===== src/rtl/regfile_bank.sv =====
// regfile_bank: 32 x DATA_WIDTH architectural register file with one write
// port, two combinational read ports and a per-register pending scoreboard.
//
// Ports:
//   clock, reset_n          rising-edge clock, asynchronous active-low reset
//   ctrl_write_enable       write-back strobe
//   ctrl_write_reg          write-back destination (5 bits)
//   data_write              write-back data
//   issue_valid/issue_dest  an instruction with destination issue_dest issues
//   ctrl_read_a/_b          read addresses
//   data_read_a/_b          combinational read data
//   hazard_a/_b             addressed register has a pending producer
//   pending_count           registered number of pending registers (0..32)
//
// Issue and write-back are single-cycle strobes with no back-pressure: each is
// sampled on every rising edge where its enable is high and is always accepted.
//
// Optional feature (macro REGFILE_BYPASS_EN): write-first forwarding from the
// write port to both read ports, including the hazard flags.

module regfile_read_sel #(
  parameter int DATA_WIDTH = 32,
  parameter int NUM_REGS   = 32
) (
  input  logic [NUM_REGS*DATA_WIDTH-1:0] regs_flat,
  input  logic [4:0]                     addr,
  output logic [DATA_WIDTH-1:0]          data
);
  always_comb begin
    data = '0;
    for (int i = 0; i < NUM_REGS; i++) begin
      if (addr == i[4:0]) data = regs_flat[i*DATA_WIDTH +: DATA_WIDTH];
    end
  end
endmodule

module regfile_bank #(
  parameter int DATA_WIDTH = 32,
  parameter int NUM_REGS   = 32,
  parameter int ZERO_REG   = 1
) (
  input  logic                  clock,
  input  logic                  reset_n,
  input  logic                  ctrl_write_enable,
  input  logic [4:0]            ctrl_write_reg,
  input  logic [DATA_WIDTH-1:0] data_write,
  input  logic                  issue_valid,
  input  logic [4:0]            issue_dest,
  input  logic [4:0]            ctrl_read_a,
  input  logic [4:0]            ctrl_read_b,
  output logic [DATA_WIDTH-1:0] data_read_a,
  output logic [DATA_WIDTH-1:0] data_read_b,
  output logic                  hazard_a,
  output logic                  hazard_b,
  output logic [5:0]            pending_count
);
  logic [DATA_WIDTH-1:0]          regs [NUM_REGS];
  logic [NUM_REGS*DATA_WIDTH-1:0] regs_flat;
  logic [NUM_REGS-1:0]            pending;
  logic [NUM_REGS-1:0]            pending_next;
  logic [5:0]                     count_next;
  logic                           write_ok;
  logic [DATA_WIDTH-1:0]          sel_a;
  logic [DATA_WIDTH-1:0]          sel_b;

  // Register 0 is hardwired when ZERO_REG is set, so its writes are dropped.
  assign write_ok = ctrl_write_enable && !(ZERO_REG != 0 && ctrl_write_reg == 5'd0);

  always_ff @(posedge clock or negedge reset_n) begin
    if (!reset_n) begin
      for (int i = 0; i < NUM_REGS; i++) regs[i] <= '0;
    end else if (write_ok) begin
      regs[ctrl_write_reg] <= data_write;
    end
  end

  // Clear first, then set: a new producer issuing on the same edge as the old
  // one writes back must keep the register pending.
  always_comb begin
    pending_next = pending;
    if (ctrl_write_enable) pending_next[ctrl_write_reg] = 1'b0;
    if (issue_valid)       pending_next[issue_dest]     = 1'b1;
    if (ZERO_REG != 0)     pending_next[0]              = 1'b0;
  end

  always_comb begin
    count_next = '0;
    for (int i = 0; i < NUM_REGS; i++) count_next = count_next + {5'd0, pending_next[i]};
  end

  always_ff @(posedge clock or negedge reset_n) begin
    if (!reset_n) begin
      pending       <= '0;
      pending_count <= '0;
    end else begin
      pending       <= pending_next;
      pending_count <= count_next;
    end
  end

  for (genvar g = 0; g < NUM_REGS; g++) begin : g_flat
    assign regs_flat[g*DATA_WIDTH +: DATA_WIDTH] = regs[g];
  end

  regfile_read_sel #(.DATA_WIDTH(DATA_WIDTH), .NUM_REGS(NUM_REGS)) u_sel_a (
    .regs_flat (regs_flat),
    .addr      (ctrl_read_a),
    .data      (sel_a)
  );

  regfile_read_sel #(.DATA_WIDTH(DATA_WIDTH), .NUM_REGS(NUM_REGS)) u_sel_b (
    .regs_flat (regs_flat),
    .addr      (ctrl_read_b),
    .data      (sel_b)
  );

`ifdef REGFILE_BYPASS_EN
  logic fwd_a;
  logic fwd_b;

  // write_ok already excludes register 0 when it is hardwired.
  assign fwd_a = write_ok && (ctrl_write_reg == ctrl_read_a);
  assign fwd_b = write_ok && (ctrl_write_reg == ctrl_read_b);

  // A forwarded operand is ready unless a newer producer issues this cycle.
  always_comb begin
    data_read_a = fwd_a ? data_write : sel_a;
    data_read_b = fwd_b ? data_write : sel_b;
    hazard_a    = fwd_a ? (issue_valid && issue_dest == ctrl_read_a) : pending[ctrl_read_a];
    hazard_b    = fwd_b ? (issue_valid && issue_dest == ctrl_read_b) : pending[ctrl_read_b];
  end
`else
  always_comb begin
    data_read_a = sel_a;
    data_read_b = sel_b;
    hazard_a    = pending[ctrl_read_a];
    hazard_b    = pending[ctrl_read_b];
  end
`endif

endmodule


===== config.mk =====
export PLATFORM = sky130hd
export DESIGN_NAME = regfile_bank
export DESIGN_NICKNAME = d
export VERILOG_FILES = /design/src/rtl/regfile_bank.sv
export SDC_FILE = /design/constraint.sdc
export NUM_CORES = 2
export LEC_CHECK = 0
export BUFFER_PORTS_ARGS = -buffer_cell sky130_fd_sc_hd__buf_4
export CAP_MARGIN = 15
export CORE_ASPECT_RATIO = 0.7
export CORE_MARGIN = 1.5
export CORE_UTILIZATION = 52
export DETAILED_ROUTE_END_ITERATION = 7
export GPL_TIMING_DRIVEN = 1
export PLACE_DENSITY = 0.75
export REMOVE_ABC_BUFFERS = 1
export SLEW_MARGIN = 20
export SYNTH_ARGS = -nofsm -noshare
export SYNTH_HDL_FRONTEND = slang
export SYNTH_SLANG_ARGS = --single-unit

===== constraint.sdc =====
create_clock -name clock -period 5.7 [get_ports clock]
set_input_delay 1.14 -clock clock [delete_from_list [all_inputs] [get_ports clock]]
set_output_delay 1.14 -clock clock [all_outputs]
set_load 0.02 [all_outputs]

After elaboration in Yosys (flattened, before gate mapping)
Cells that the tools add are included.
{"block": "word_totals", "regBits": 1061, "in_bits": 56, "output_inout_bits": 72}
{"block": "classes", "addsub": 30, "magnitude_cmp": 8, "eq_ne": 62, "mux": 77, "n_bitwise": 4, "n_reduce_logical": 8}
{"op": "$mux 32", "n": 67}
{"op": "$bwmux 1024", "n": 1}
{"op": "$demux 32 s5", "n": 1}
{"op": "$eq 5x5->1 const B", "n": 32}
{"op": "$add 6x1->6", "n": 25}
{"op": "$eq 5x4->1 const B", "n": 16}
{"op": "$eq 5x3->1 const B", "n": 8}
{"op": "$and 32x32->32", "n": 1}
{"op": "$not 32->32", "n": 1}
{"op": "$or 32x32->32", "n": 1}
{"op": "$lt 5x6->1 const B", "n": 4}
{"op": "$eq 5x2->1 const B", "n": 4}
{"op": "$logic_not 5->1", "n": 3}
{"op": "$bmux 1 s5", "n": 2}
{"op": "$demux 1 s5", "n": 2}
{"op": "$eq 5x1->1 const B", "n": 2}
{"op": "$ge 5x1->1 const B", "n": 2}
{"op": "$add 5x1->6", "n": 1}
{"op": "$ge 6x6->1 const B", "n": 1}
{"op": "$lt 6x1->1 const B", "n": 1}
{"op": "$not 5->6", "n": 1}
{"op": "$add 4x1->5", "n": 1}
{"op": "$add 3x1->4", "n": 1}
{"op": "$logic_and 1x1->1", "n": 4}
{"op": "other kinds (4)", "n": 7}

Longest topological paths before layout
{"block": "depth", "depth_word": 39, "depth_mapped": 21}

Modules after synthesis
A second synthesis with hierarchy kept.
{"block": "hier_totals", "hier_cells": 5577, "area_unflattened_um2": 60486.8}
{"module": "regfile_bank", "n_inst": 1, "cells_per_inst": 2539, "area_per_inst_um2": 40888.0}
{"module": "regfile_read_sel", "n_inst": 2, "cells_per_inst": 1519, "area_per_inst_um2": 9799.4}

Least setup slack after synthesis
Ideal clock, no wire load.
{"block": "synth_path", "kind": "input port to flip-flop", "from": "input port ctrl_write_reg[0]", "to": "register pending_count[4]", "setup_ns": 0.080, "t_arrival_ns": 6.704, "path_slack_ns": -1.084, "path_stages": 21, "n_path_buf": 3, "cell_sequence": "clkbuf_1 or3b_2 clkbuf_1 nor2_1 buf_2 o22ai_1 inv_1 fa_1 fa_1 inv_1 fa_1 fa_1 fa_1 fa_1 inv_1 fa_1 inv_1 fa_1 a21o_1 a21oi_1 xnor2_1"}
{"block": "synth_between", "elab_cells_between_ends": 40, "cone_classes": "30 x add/sub; 2 x order compare; 4 x mux; 3 x bitwise; 1 x reduce/logical"}
{"element": "start, declared", "line": "45", "text": "input logic [4:0] ctrl_write_reg,"}
{"element": "$lt 5x6->1 (implied by the code) or $ge 5x1->1 (tied branches)", "line": "81", "text": "if (ctrl_write_enable) pending_next[ctrl_write_reg] = 1'b0;"}
{"element": "$logic_and 1x1->1 (implied by the code)", "line": "81"}
{"element": "$mux 1 (implied by the code)", "line": "81"}
{"element": "$demux 1 s5 *", "line": "81"}
{"element": "$not 32->32 (no source line) *"}
{"element": "$and 32x32->32 (no source line) *"}
{"element": "$mux 32 *", "line": "81"}
{"element": "$or 32x32->32 (no source line)"}
{"element": "$mux 32 *", "line": "82", "text": "if (issue_valid) pending_next[issue_dest] = 1'b1;"}
{"element": "named net pending_next[12]", "line": "60", "text": "logic [NUM_REGS-1:0] pending_next;"}
{"element": "$add 6x1->6 * (20 in a row)", "line": "88", "text": "for (int i = 0; i < NUM_REGS; i++) count_next = count_next + {5'd0, pending_next[i]};"}
{"element": "named net count_next[4]", "line": "61", "text": "logic [5:0] count_next;"}
{"element": "end signal, assigned", "line": "97", "text": "pending_count <= count_next;"}
{"element": "end, declared", "line": "55", "text": "output logic [5:0] pending_count"}
Mark *: on every way through the listed nets, which the timed path passes. The rest lies on a longest branch.
A chain may end at the register's enable or synchronous reset.

Worst setup path after layout
{"block": "layout_path", "from": "input port ctrl_read_a[2]", "to": "output port data_read_a[13]"}
{"block": "layout_between", "elab_chain_cells": 33, "elab_cells_between_ends": 64, "cone_classes": "31 x eq/ne; 32 x mux; 1 x reduce/logical"}
{"element": "start, declared", "line": "49", "text": "input logic [4:0] ctrl_read_a,"}
{"element": "$logic_not 5->1", "line": "32", "text": "if (addr == i[4:0]) data = regs_flat[i*DATA_WIDTH +: DATA_WIDTH];"}
{"element": "$mux 32 (31 in a row)", "line": "32"}
{"element": "$mux 32 *", "line": "32"}
{"element": "end, declared", "line": "51", "text": "output logic [DATA_WIDTH-1:0] data_read_a,"}
Mark *: on every way between the ends. The rest lies on a longest branch, timed or not.

==> reports/summary.txt <==
post-route clock period utilization - 99.69%
number of iterations in the first detailed-routing pass - 8
CP startpoint kind - input port
post-synthesis average cell area - 10.60 µm²
RSZ-0062 raised after global routing - true
category of the most critical setup path - input port to output port
die span in y - 286.5 µm
routed vias - 56757
Reg2Reg Capture Point - pending_count[4]
start of the worst register-to-register path - pending[18]
TritonCTS clock tree - yes
total count of max-transition violations in the final report - 0
pre-CTS WS - -1048 ps
most numerous cell in the Yosys netlist - sky130_fd_sc_hd__dfrtp_1
post-route insts no fill - 7532
clock slew seen by the registers of the worst setup and hold paths - 80 ps
result of the run - finished, violations left
DP HPWL - 210000 µm
top_reg_cell synth - sky130_fd_sc_hd__dfrtp_1
cell count after placement - 7317
number of placement rows - 103
multi-input logic area - 30690 µm²
transition time at the pin with the least slew margin - 1266 ps
GR Util met1 - 63.40%
cell types with the largest area share after synthesis - sky130_fd_sc_hd__dfrtp_1 (44%), sky130_fd_sc_hd__mux2_2 (19%), sky130_fd_sc_hd__a21oi_1 (3.6%), sky130_fd_sc_hd__o21ai_0 (3.0%), sky130_fd_sc_hd__mux2i_1 (2.2%)
global route overflow - 0
Yosys warning total - 0
remaining antenna violation count after routing - 0
H-tree level count - 3
final non-filler cell area - 69210 µm²
hold depth - 0
number of vias per cell after detailed routing - 7.535
kind of end point of the critical path - output port
worst relative slew slack - 15.56%
Reg area - 26550 µm²
Total Power - 25.65 mW
most congested layer reported by global routing - met2
Worst Hold Slack - 400.7 ps
share of synthesized area occupied by flip-flops and latches - 44.46%
Clock Latency Late Sink - 750 ps
pin count of the biggest net entering global routing - 139
Synth Register Bits - 1061
asr flop ratio synth - 100.0%
Worst Slack Setup Final - 17.86 ps
Max-cap violations - 0
Clock Root Buffer - sky130_fd_sc_hd__clkbuf_16
highest clock rate - 176.0 MHz
final setup fails - 0
Synth-to-Final Area Change - 15.89%
met3 Resource Use GR - 23.82%
CTS buffer count - 107
global-route total usage across every layer - 48.53%
residual DRC count - 4
power per unit of standard cell area - 370.6 nW/µm²
DIE AREA - 116900 µm²
Min-Delay Path Class - register to register
horizontal die dimension - 408.1 µm
count of flip-flops with a built-in enable after synthesis - 0
final critical delay including setup and external delays - 5682 ps
proportion of layout cells with a drive suffix above 1 - 34.99%
count of fill cells added during filler insertion - 9322
via count of the first global-routing pass - 54431
core utilization of the finished layout - 61.10%
Routed WL per cell - 38.70 µm
Leak - 30.20 nW
delay contributed by the slowest stage of the critical path - 570 ps
initial core utilization - 52.72%
CTS Hold Buffers Added - 0
# clock sinks - 1061
number of design-rule violations left by the first detailed-router iteration - 10469
initial antenna violation count - 15
CP max-delay cell - sky130_fd_sc_hd__nand3_1
most frequent cells after synthesis - sky130_fd_sc_hd__dfrtp_1 (1061), sky130_fd_sc_hd__mux2_2 (1009), sky130_fd_sc_hd__a21oi_1 (427), sky130_fd_sc_hd__o21ai_0 (360), sky130_fd_sc_hd__nand2_1 (300)
VDD IR max - 990.9 µV
I/O pins - 128
Hold Violations, Final - 0
most repeated library cell on the critical path - sky130_fd_sc_hd__buf_4
worst endpoint data arrival time - 4540 ps
data required time of the worst path - 4560 ps
startpoint of the worst hold path - regs[1005]
logic depth of the worst register-to-register path - 16
maximum root-to-sink buffer count - 3
Final #Nets - 5994
area of the mapped netlist - 59720 µm²
Total Negative Setup Slacks - 0 ps
wire length of the first global-routing pass - 406000 µm
clk_skew - 17.37 ps
count of port buffers added during placement - 127
met2 Use GR - 64.35%
failing checks - DRC
area leader, netlist - sky130_fd_sc_hd__dfrtp_1
placed cell areas - 65250 µm²
post-synthesis cell type count - 98
portion of synthesized cell area occupied by the leading cell type - 44.46%
final weighted congestion of routability-driven global placement - 1.052
worst hold path endpoint - regs[1005]
Total Routed Length - 291500 µm
core area - 113300 µm²
Syn Inst Count - 5636
cell-by-cell trace of the critical path - buf_4, buf_4, and2_1, nand3_1, buf_4, o22ai_1, nor2_1, a222oi_1, o21ai_0, buf_4
setup slack on the worst flop-to-flop path - 650 ps
maximum net fanout on the critical path - 24
[flip-flops by register name, indices dropped and copies added, names as in the netlist]
name,cells
pending,31
regs,1024
pending_count,6
[worst max-delay path, delay by kind of cell]
kind | cells | cell delay (ps)
buf+inv | 4 | 1560
simple gates | 3 | 920
compound gates | 3 | 880
[worst max-delay path by stage]
stage	start	cells after the start	slack (ps)	end
after floorplan	ctrl_write_reg[1]	18	-1960	pending_count[4]
after global placement	ctrl_write_reg[1]	19	-1090	pending_count[4]
after detailed placement	ctrl_write_reg[1]	19	-1050	pending_count[4]
after CTS	ctrl_write_reg[1]	22	4	pending_count[4]
after global routing	ctrl_write_reg[0]	19	-50	pending_count[4]
final	ctrl_read_a[2]	10	20	data_read_a[13]
[where the power goes]
| group | internal, mW | total, mW | switching [mW] |
|---|---|---|---|
| clock network | 4.43 | 7.83 | 3.40 |
| registers | 9.05 | 10.4 | 1.36 |
| logic | 3.51 | 7.41 | 3.90 |
[kinds of logic after synthesis]
logic type / count (synthesis) / share of synthesized area, %
buffers and inverters: 637 / 4.699
and+or+nand+nor: 964 / 7.781
AOI/OAI and AO/OA: 1756 / 19.26
DFF: 1061 / 44.46
adders and majority gates: 30 / 0.9176
muxes: 1184 / 22.82
xor gates and xnor gates: 4 / 0.07124
[routing by layer]
metal / vias to the layer above / wire, µm
met5: - / 75
met2: 5378 / 112500
met3: 1195 / 51300
met4: 12 / 21170
met1: 28396 / 106500
li1: 21776 / -
[layout make-up]
type | instances | share of cell area (%)
Multi-Input combinational cell | 3938 | 44.35
Sequential cell | 1061 | 38.36
Timing Repair Buffer | 726 | 8.605
Clock buffer | 135 | 4.225
Tap cell | 1522 | 2.751
Clock inverter | 68 | 1.278
Inverter | 74 | 0.4031
Antenna cell | 8 | 0.02892
[placed cells by master, fill, tap and decap left out, types with 18 or more instances in the layout]
cell / instances
sky130_fd_sc_hd__a21oi_1: 426
sky130_fd_sc_hd__fa_1: 20
sky130_fd_sc_hd__a32oi_1: 18
sky130_fd_sc_hd__buf_4: 683
sky130_fd_sc_hd__nand2_1: 285
sky130_fd_sc_hd__o31ai_1: 22
sky130_fd_sc_hd__a22oi_1: 137
sky130_fd_sc_hd__a22o_1: 49
sky130_fd_sc_hd__a221oi_1: 86
sky130_fd_sc_hd__mux4_2: 41
sky130_fd_sc_hd__o22ai_1: 185
sky130_fd_sc_hd__nor2b_1: 33
sky130_fd_sc_hd__nor2_4: 20
sky130_fd_sc_hd__or3_1: 20
sky130_fd_sc_hd__a31oi_1: 59
sky130_fd_sc_hd__nand2b_1: 27
sky130_fd_sc_hd__clkinv_2: 31
sky130_fd_sc_hd__o211ai_1: 44
sky130_fd_sc_hd__dfrtp_1: 1061
sky130_fd_sc_hd__clkbuf_16: 108
sky130_fd_sc_hd__mux2_2: 1009
sky130_fd_sc_hd__buf_12: 38
sky130_fd_sc_hd__nand3_1: 60
sky130_fd_sc_hd__a21o_1: 26
sky130_fd_sc_hd__o221ai_1: 66
sky130_fd_sc_hd__mux2i_1: 134
sky130_fd_sc_hd__o22a_1: 35
sky130_fd_sc_hd__a211oi_1: 45
sky130_fd_sc_hd__nand3b_1: 23
sky130_fd_sc_hd__inv_1: 64
sky130_fd_sc_hd__nor2_1: 258
sky130_fd_sc_hd__o21ai_0: 351
sky130_fd_sc_hd__nor3_1: 73
[repair_timing]
action                     in CTS  in global routing
resized for setup              26                 14
setup endpoints to repair       5                  7
pin swaps                      11                 12
setup buffers                   3                  1
Note: power is estimated with default switching activity, not from simulation.
